File: src/rtl/cic_comp_fir.sv
// cic_comp_fir: symmetric odd-length FIR used as a CIC droop compensator.
// One time-shared pre-add/multiply/accumulate over the (NUM_TAPS+1)/2 unique taps.
// Ports:
//   clk, reset_n          clock, synchronous active-low reset
//   in_valid/in_ready     input handshake, in_data sample, bypass flag
//   coef_we/addr/data     shadow coefficient write port
//   coef_swap             request shadow->active copy, swap_pending status
//   sat_clr               clears the sticky sat_flag
//   out_valid/out_data    one-cycle output pulse, data held between pulses
module cic_comp_fir #(
    parameter int DATA_W   = 18,
    parameter int COEF_W   = 18,
    parameter int NUM_TAPS = 7,
    localparam int U       = (NUM_TAPS + 1) / 2,
    localparam int AW      = $clog2(U)
) (
    input  logic              clk,
    input  logic              reset_n,
    input  logic              in_valid,
    output logic              in_ready,
    input  logic [DATA_W-1:0] in_data,
    input  logic              bypass,
    input  logic              coef_we,
    input  logic [AW-1:0]     coef_addr,
    input  logic [COEF_W-1:0] coef_data,
    input  logic              coef_swap,
    output logic              swap_pending,
    input  logic              sat_clr,
    output logic              out_valid,
    output logic [DATA_W-1:0] out_data,
    output logic              sat_flag
);

    localparam int MID    = U - 1;
    localparam int TW     = $clog2(NUM_TAPS);
    localparam int PRE_W  = DATA_W + 1;
    localparam int PROD_W = PRE_W + COEF_W;
    localparam int ACC_W  = DATA_W + COEF_W + 1 + AW;

    localparam logic [AW-1:0] MID_A = AW'(MID);
    localparam logic signed [COEF_W-1:0] COEF_ONE =
        {1'b0, {(COEF_W-1){1'b1}}};
    localparam logic signed [ACC_W-1:0] RND =
        {{(ACC_W-COEF_W+1){1'b0}}, 1'b1, {(COEF_W-2){1'b0}}};
    localparam logic signed [ACC_W-1:0] SAT_MAX =
        {{(ACC_W-DATA_W+1){1'b0}}, {(DATA_W-1){1'b1}}};
    localparam logic signed [ACC_W-1:0] SAT_MIN = -SAT_MAX;

    typedef enum logic [1:0] {
        S_IDLE,
        S_ACC,
        S_OUT
    } state_t;

    state_t state_q, state_d;
    logic [AW-1:0] k_q, k_d;
    logic signed [ACC_W-1:0] acc_q, acc_d;
    logic signed [DATA_W-1:0] x_q [NUM_TAPS];
    logic signed [DATA_W-1:0] x_d [NUM_TAPS];
    logic signed [COEF_W-1:0] shadow_q [U];
    logic signed [COEF_W-1:0] shadow_d [U];
    logic signed [COEF_W-1:0] act_q [U];
    logic signed [COEF_W-1:0] act_d [U];
    logic byp_q, byp_d;
    logic pend_q, pend_d;
    logic rdy_q, rdy_d;
    logic out_valid_q, out_valid_d;
    logic [DATA_W-1:0] out_data_q, out_data_d;
    logic sat_q, sat_d;

    logic addr_ok;
    logic [TW-1:0] ia, ib;
    logic signed [DATA_W-1:0] tap_a, tap_b;
    logic signed [PRE_W-1:0] pre;
    logic signed [PROD_W-1:0] prod;
    logic signed [ACC_W-1:0] rnd, res;

    // Only non-power-of-two U leaves unused addresses to reject.
    if (U == (1 << AW)) begin : g_addr_full
        assign addr_ok = 1'b1;
    end else begin : g_addr_chk
        assign addr_ok = (coef_addr <= MID_A);
    end

    // Mirror tap pair; at the centre tap only x[MID] contributes.
    always_comb begin
        ia    = TW'(k_q);
        ib    = TW'(NUM_TAPS - 1) - ia;
        tap_a = x_q[ia];
        tap_b = (k_q == MID_A) ? '0 : x_q[ib];
        pre   = {tap_a[DATA_W-1], tap_a} + {tap_b[DATA_W-1], tap_b};
        prod  = pre * act_q[k_q];
        rnd   = acc_q + RND;
        res   = rnd >>> (COEF_W - 1);
    end

    always_comb begin
        state_d     = state_q;
        k_d         = k_q;
        acc_d       = acc_q;
        x_d         = x_q;
        byp_d       = byp_q;
        shadow_d    = shadow_q;
        act_d       = act_q;
        pend_d      = pend_q | coef_swap;
        out_valid_d = 1'b0;
        out_data_d  = out_data_q;
        sat_d       = sat_q;

        if (sat_clr) begin
            sat_d = 1'b0;
        end

        if (coef_we && addr_ok) begin
            shadow_d[coef_addr] = coef_data;
        end

        // Copy uses the pre-write shadow, so a same-edge write misses it.
        if (state_q == S_IDLE && pend_q) begin
            act_d  = shadow_q;
            pend_d = 1'b0;
        end

        case (state_q)
            S_IDLE: begin
                if (in_valid) begin
                    x_d[0] = in_data;
                    for (int i = 1; i < NUM_TAPS; i++) begin
                        x_d[i] = x_q[i-1];
                    end
                    byp_d   = bypass;
                    k_d     = '0;
                    acc_d   = '0;
                    state_d = S_ACC;
                end
            end
            S_ACC: begin
                acc_d = acc_q
                      + {{(ACC_W-PROD_W){prod[PROD_W-1]}}, prod};
                if (k_q == MID_A) begin
                    state_d = S_OUT;
                end else begin
                    k_d = k_q + 1'b1;
                end
            end
            S_OUT: begin
                out_valid_d = 1'b1;
                state_d     = S_IDLE;
                if (byp_q) begin
                    out_data_d = x_q[MID];
                end else if (res > SAT_MAX) begin
                    out_data_d = SAT_MAX[DATA_W-1:0];
                    sat_d      = 1'b1;
                end else if (res < SAT_MIN) begin
                    out_data_d = SAT_MIN[DATA_W-1:0];
                    sat_d      = 1'b1;
                end else begin
                    out_data_d = res[DATA_W-1:0];
                end
            end
            default: begin
                state_d = S_IDLE;
            end
        endcase

        rdy_d = (state_d == S_IDLE);
    end

    always_ff @(posedge clk) begin
        if (!reset_n) begin
            state_q     <= S_IDLE;
            k_q         <= '0;
            acc_q       <= '0;
            byp_q       <= 1'b0;
            pend_q      <= 1'b0;
            rdy_q       <= 1'b1;
            out_valid_q <= 1'b0;
            out_data_q  <= '0;
            sat_q       <= 1'b0;
            for (int i = 0; i < NUM_TAPS; i++) begin
                x_q[i] <= '0;
            end
            for (int i = 0; i < U; i++) begin
                shadow_q[i] <= (i == MID) ? COEF_ONE : '0;
                act_q[i]    <= (i == MID) ? COEF_ONE : '0;
            end
        end else begin
            state_q     <= state_d;
            k_q         <= k_d;
            acc_q       <= acc_d;
            byp_q       <= byp_d;
            pend_q      <= pend_d;
            rdy_q       <= rdy_d;
            out_valid_q <= out_valid_d;
            out_data_q  <= out_data_d;
            sat_q       <= sat_d;
            x_q         <= x_d;
            shadow_q    <= shadow_d;
            act_q       <= act_d;
        end
    end

    assign in_ready     = rdy_q;
    assign swap_pending = pend_q;
    assign out_valid    = out_valid_q;
    assign out_data     = out_data_q;
    assign sat_flag     = sat_q;

endmodule

File: config.mk
export PLATFORM = sky130hd
export DESIGN_NAME = cic_comp_fir
export DESIGN_NICKNAME = d
export VERILOG_FILES = /design/src/rtl/cic_comp_fir.sv
export SDC_FILE = /design/constraint.sdc
export NUM_CORES = 2
export LEC_CHECK = 0
export BUFFER_PORTS_ARGS = -buffer_cell sky130_fd_sc_hd__buf_2
export CELL_PAD_IN_SITES_DETAIL_PLACEMENT = 0
export CELL_PAD_IN_SITES_GLOBAL_PLACEMENT = 2
export CORE_MARGIN = 2
export CORE_UTILIZATION = 36
export DETAILED_ROUTE_END_ITERATION = 10
export GPL_TIMING_DRIVEN = 0
export HOLD_SLACK_MARGIN = 0.12
export PLACE_DENSITY_LB_ADDON = 0.1
export SYNTH_ARGS = -nofsm -noshare
export SYNTH_HDL_FRONTEND = slang
export SYNTH_SLANG_ARGS = --single-unit
export TNS_END_PERCENT = 50
File: constraint.sdc
create_clock -name clk -period 12.4 [get_ports clk]
set_input_delay 0.62 -clock clk [delete_from_list [all_inputs] [get_ports clk]]
set_output_delay 0.62 -clock clk [all_outputs]
set_load 0.005 [all_outputs]
==> results.txt <==
The run finished, with violations left. The checks that failed: capacitance limit. The post-place instance area came out at 0.0313 sq mm. The pin count of the biggest net entering global routing is 20. The synthesized area per cell is 8.40 sq um. Before antenna repair, the detailed router went through 6 iterations. The sequential area share after synthesis is 22.7%. Counting every instance in the synthesized netlist gives 3523. The post-detailed-route DRC marker count is 0. The detailed-route vias per instance is 5.06. The net count after synthesis came out at 4062. The depth of the worst hold-timing path is 3. The most used flip-flop cell after synthesis is dfxtp_1.

The async set-reset flop share out of synthesis came out at 0%. The number of cells in the design after placement is 4657. In the final layout, the share of cells above drive strength 1 is 8.38%. For the final database, setup skew stands at 0.0713 ns.

The largest fanout on the critical path is 10. In the final layout, the multi-input gates occupy 0.0209 sq mm. The final number of setup-violating endpoints came out at 0. The number of violations of the max-capacitance limit is 1. Yosys mapped a number of flops with a built-in enable equal to 0. The die span in x came out at 291 microns. The global router's overall resource usage came out at 22.9%.

Subtracting the final worst setup slack from the clock period gives 12.00 ns. The first global-routing pass estimated 148000 microns of wire. The final hold violation count is 0.

In this run the number of H-tree levels came out at 2. The peak per-stage delay on the critical path came out at 0.60 ns. The final-report max-slew violation count was 0. The final-layout setup total negative slack is 0 ns. The leading area contributor after synthesis is fa_1. Across the whole layout, storage elements account for 0.00673 sq mm. Yosys printed 0 warnings. The number of CTS-inserted buffers came out at 42. The die is 291 microns tall.

The count of state elements after synthesis came out at 336. Dividing the detail-routed wire length by the instance count gives 20.4 microns. The finished cells cover 0.0334 sq mm. The via count of the first global-routing pass is 24.5k. From synthesis to final layout, the design area changed by 12.9%.

The number of antenna violations at the first check in global routing came out at 2. Clock-pin slew was measured on the worst setup and hold paths at 0.06 ns. After detailed routing, the total wire length is 96900 microns. Counting instances in the post-synthesis netlist gives the leading cell types as 711 x nand2_1, 435 x inv_1, 340 x fa_1. For this run, the post-layout net count is 4185. The total clock sinks came out at 336. The distinct cell type count of the synthesized netlist is 90. For this run, the number of standard cells in the final layout without fillers is 4750. The CTS tree is built. STA classifies the critical path endpoint as a flop. The critical path data arrival time is 12.49 ns. The number of placed I/O pins came out at 67. The classification of the worst setup path is flop to flop. The power per cell area is 90.0 mW/mm^2.

The detailed router finished its first iteration with 1245 violations. The number of rows in the core area is 105. The top cell type by area accounts for 23.0% of the synthesized area.

The required time of the worst setup path is 12.90 ns. After synthesis the cells add up to 0.0296 sq mm. Sorting the synthesized cells by area gives the leading types as fa_1 23%, dfxtp_1 23%, nand2_1 9.0%. The relative slew slack came out at 0.793%. In this run the static leakage power is 14.5 nW. The total overflow left after global routing is 0. Routability-driven placement finished with a final weighted congestion of 0.863.

The tree is rooted in a clkbuf_16. The layout has 8371 filler cells. The tightest min-delay check is of the input pin to flop type. The final route contains 24.0k vias. After layout, the worst path uses 96.7% of the clock period.

After clock tree synthesis, the flow added hold-fix buffers numbering 0. The placed wire-length estimate is 78900 microns. The timing-limited maximum frequency came out at 83.4 MHz. The effective utilization at floorplan came out at 36.2%.

Hold timing on the final database bottoms out at a slack of 0.253 ns. The floorplan step defined a core boundary enclosing 0.0817 sq mm. The count of buffers added on input and output ports is 64. The startpoint class of the critical path is a flop.

The slowest stage of the critical path is the mux4_2 cell. The most common cell in the synthesized netlist is nand2_1. The worst-case IR drop observed on VDD is 0.0917 mV. The die covers 0.0845 sq mm. The cell count of the worst reg-to-reg path is 46. The number of buffers on the longest clock path is 3.

The remaining antenna violation count after routing came out at 0. For the pin with the worst max-slew slack, the measured transition is 1.48 ns. The insertion delay of the later-clocked pin in the worst-skew pair is 0.61 ns.
## flip-flops by register name, summed over array words and instances, names as in the netlist
name          flops
out_data         18
state_q           2
k_q               2
act_q            72
shadow_q         72
in_ready          1
x_q             126
acc_q            39
byp_q             1
swap_pending      1
out_valid         1
sat_flag          1
## worst max-delay path, delay by kind of cell, from the launching register on
family	cells	cell delay, ns
DFF	1	0.39
buffers and inverters	8	1.02
AOI/OAI and AO/OA	19	4.06
muxes	1	0.60
adders and majority gates	9	4.09
xor gates and xnor gates	2	0.40
and+or+nand+nor	7	1.27
## metrics by stage
stage / setup slack [ns] / util [%] / power (mW)
final: 0.405 / 40.9 / 3.01
after global routing: -0.00359 / 40.9 / 3.15
after CTS: 0.00801 / 40.5 / 3.04
after detailed placement: -3.02 / 38.3 / 1.71
after global placement: -2.88 / 38.3 / 1.71
after floorplan: 0.623 / - / 1.50
## layer usage
layer,vias to the layer above,wire length [microns],track usage (%)
met5,-,0,0
met4,0,3060,6.86
met3,137,4300,2.81
met2,500,45600,38.3
met1,11912,43900,31.0
li1,11489,-,-
## repair_timing
action                     in CTS  in global routing
setup endpoints to repair      25                 13
setup buffers                   7                 13
resized for setup              83                 51
pin swaps                       6                 18
## layout by cell type (no fill, tap or decap), types with 7 or more instances in the layout
cell type / n
ha_1: 151
a21o_1: 45
inv_1: 435
o31ai_1: 8
fa_1: 339
nor2b_1: 53
buf_2: 68
a31oi_1: 7
and2_1: 14
o21ai_1: 10
mux4_2: 24
nor2_1: 299
o21ai_0: 68
clkbuf_16: 42
mux2_2: 12
buf_6: 7
a21oi_2: 7
o21bai_1: 11
nor3_1: 22
and3_1: 10
buf_4: 27
o21a_1: 20
xor2_2: 8
mux2i_1: 32
clkbuf_1: 150
a21oi_1: 82
clkbuf_8: 10
xnor2_1: 71
nand4_1: 15
a21boi_0: 241
or3_1: 7
nand3_1: 55
nand2_1: 711
or2_2: 20
a22oi_1: 37
nand2b_1: 41
xor2_1: 31
dfxtp_1: 334
## report_power, final
group	internal [mW]	switching [mW]	leakage (nW)
sequential	1.11	0.0250	2.72
clock	0.783	0.519	0.714
combinational	0.195	0.377	11.0
## cell families (layout without fill, tap and decap cells)
| family | after synthesis | in the layout | share of synthesized area, % |
|---|---|---|---|
| xor+xnor | 123 | 123 | 3.69 |
| fa+ha+maj | 494 | 494 | 29.5 |
| mux | 68 | 68 | 3.36 |
| compound gates | 605 | 605 | 14.3 |
| flops | 336 | 336 | 22.7 |
| other cells | 0 | 4 | 0 |
| buf+inv | 615 | 768 | 7.97 |
| simple gates | 1282 | 1282 | 18.5 |
## cell type report
type / count / area share (%)
timing repair buffer: 84 / 1.48
antenna: 4 / 0.0300
sequential: 336 / 20.2
buffer: 175 / 2.48
clock buffer: 59 / 3.58
inverter: 435 / 4.89
tap: 1070 / 4.01
clock inverter: 15 / 0.831
multi-input combinational: 2572 / 62.6
## final timing paths
kind | from | end | slack (ns)
worst min-delay path | in_data[1] | x_q[109] | 0.25
worst max-delay path | k_q[0] | acc_q[38] | 0.40
worst min register to register | shadow_q[2] | act_q[2] | 0.44
worst max register to register | k_q[0] | acc_q[38] | 0.40
(Power assumes the default switching activity.)
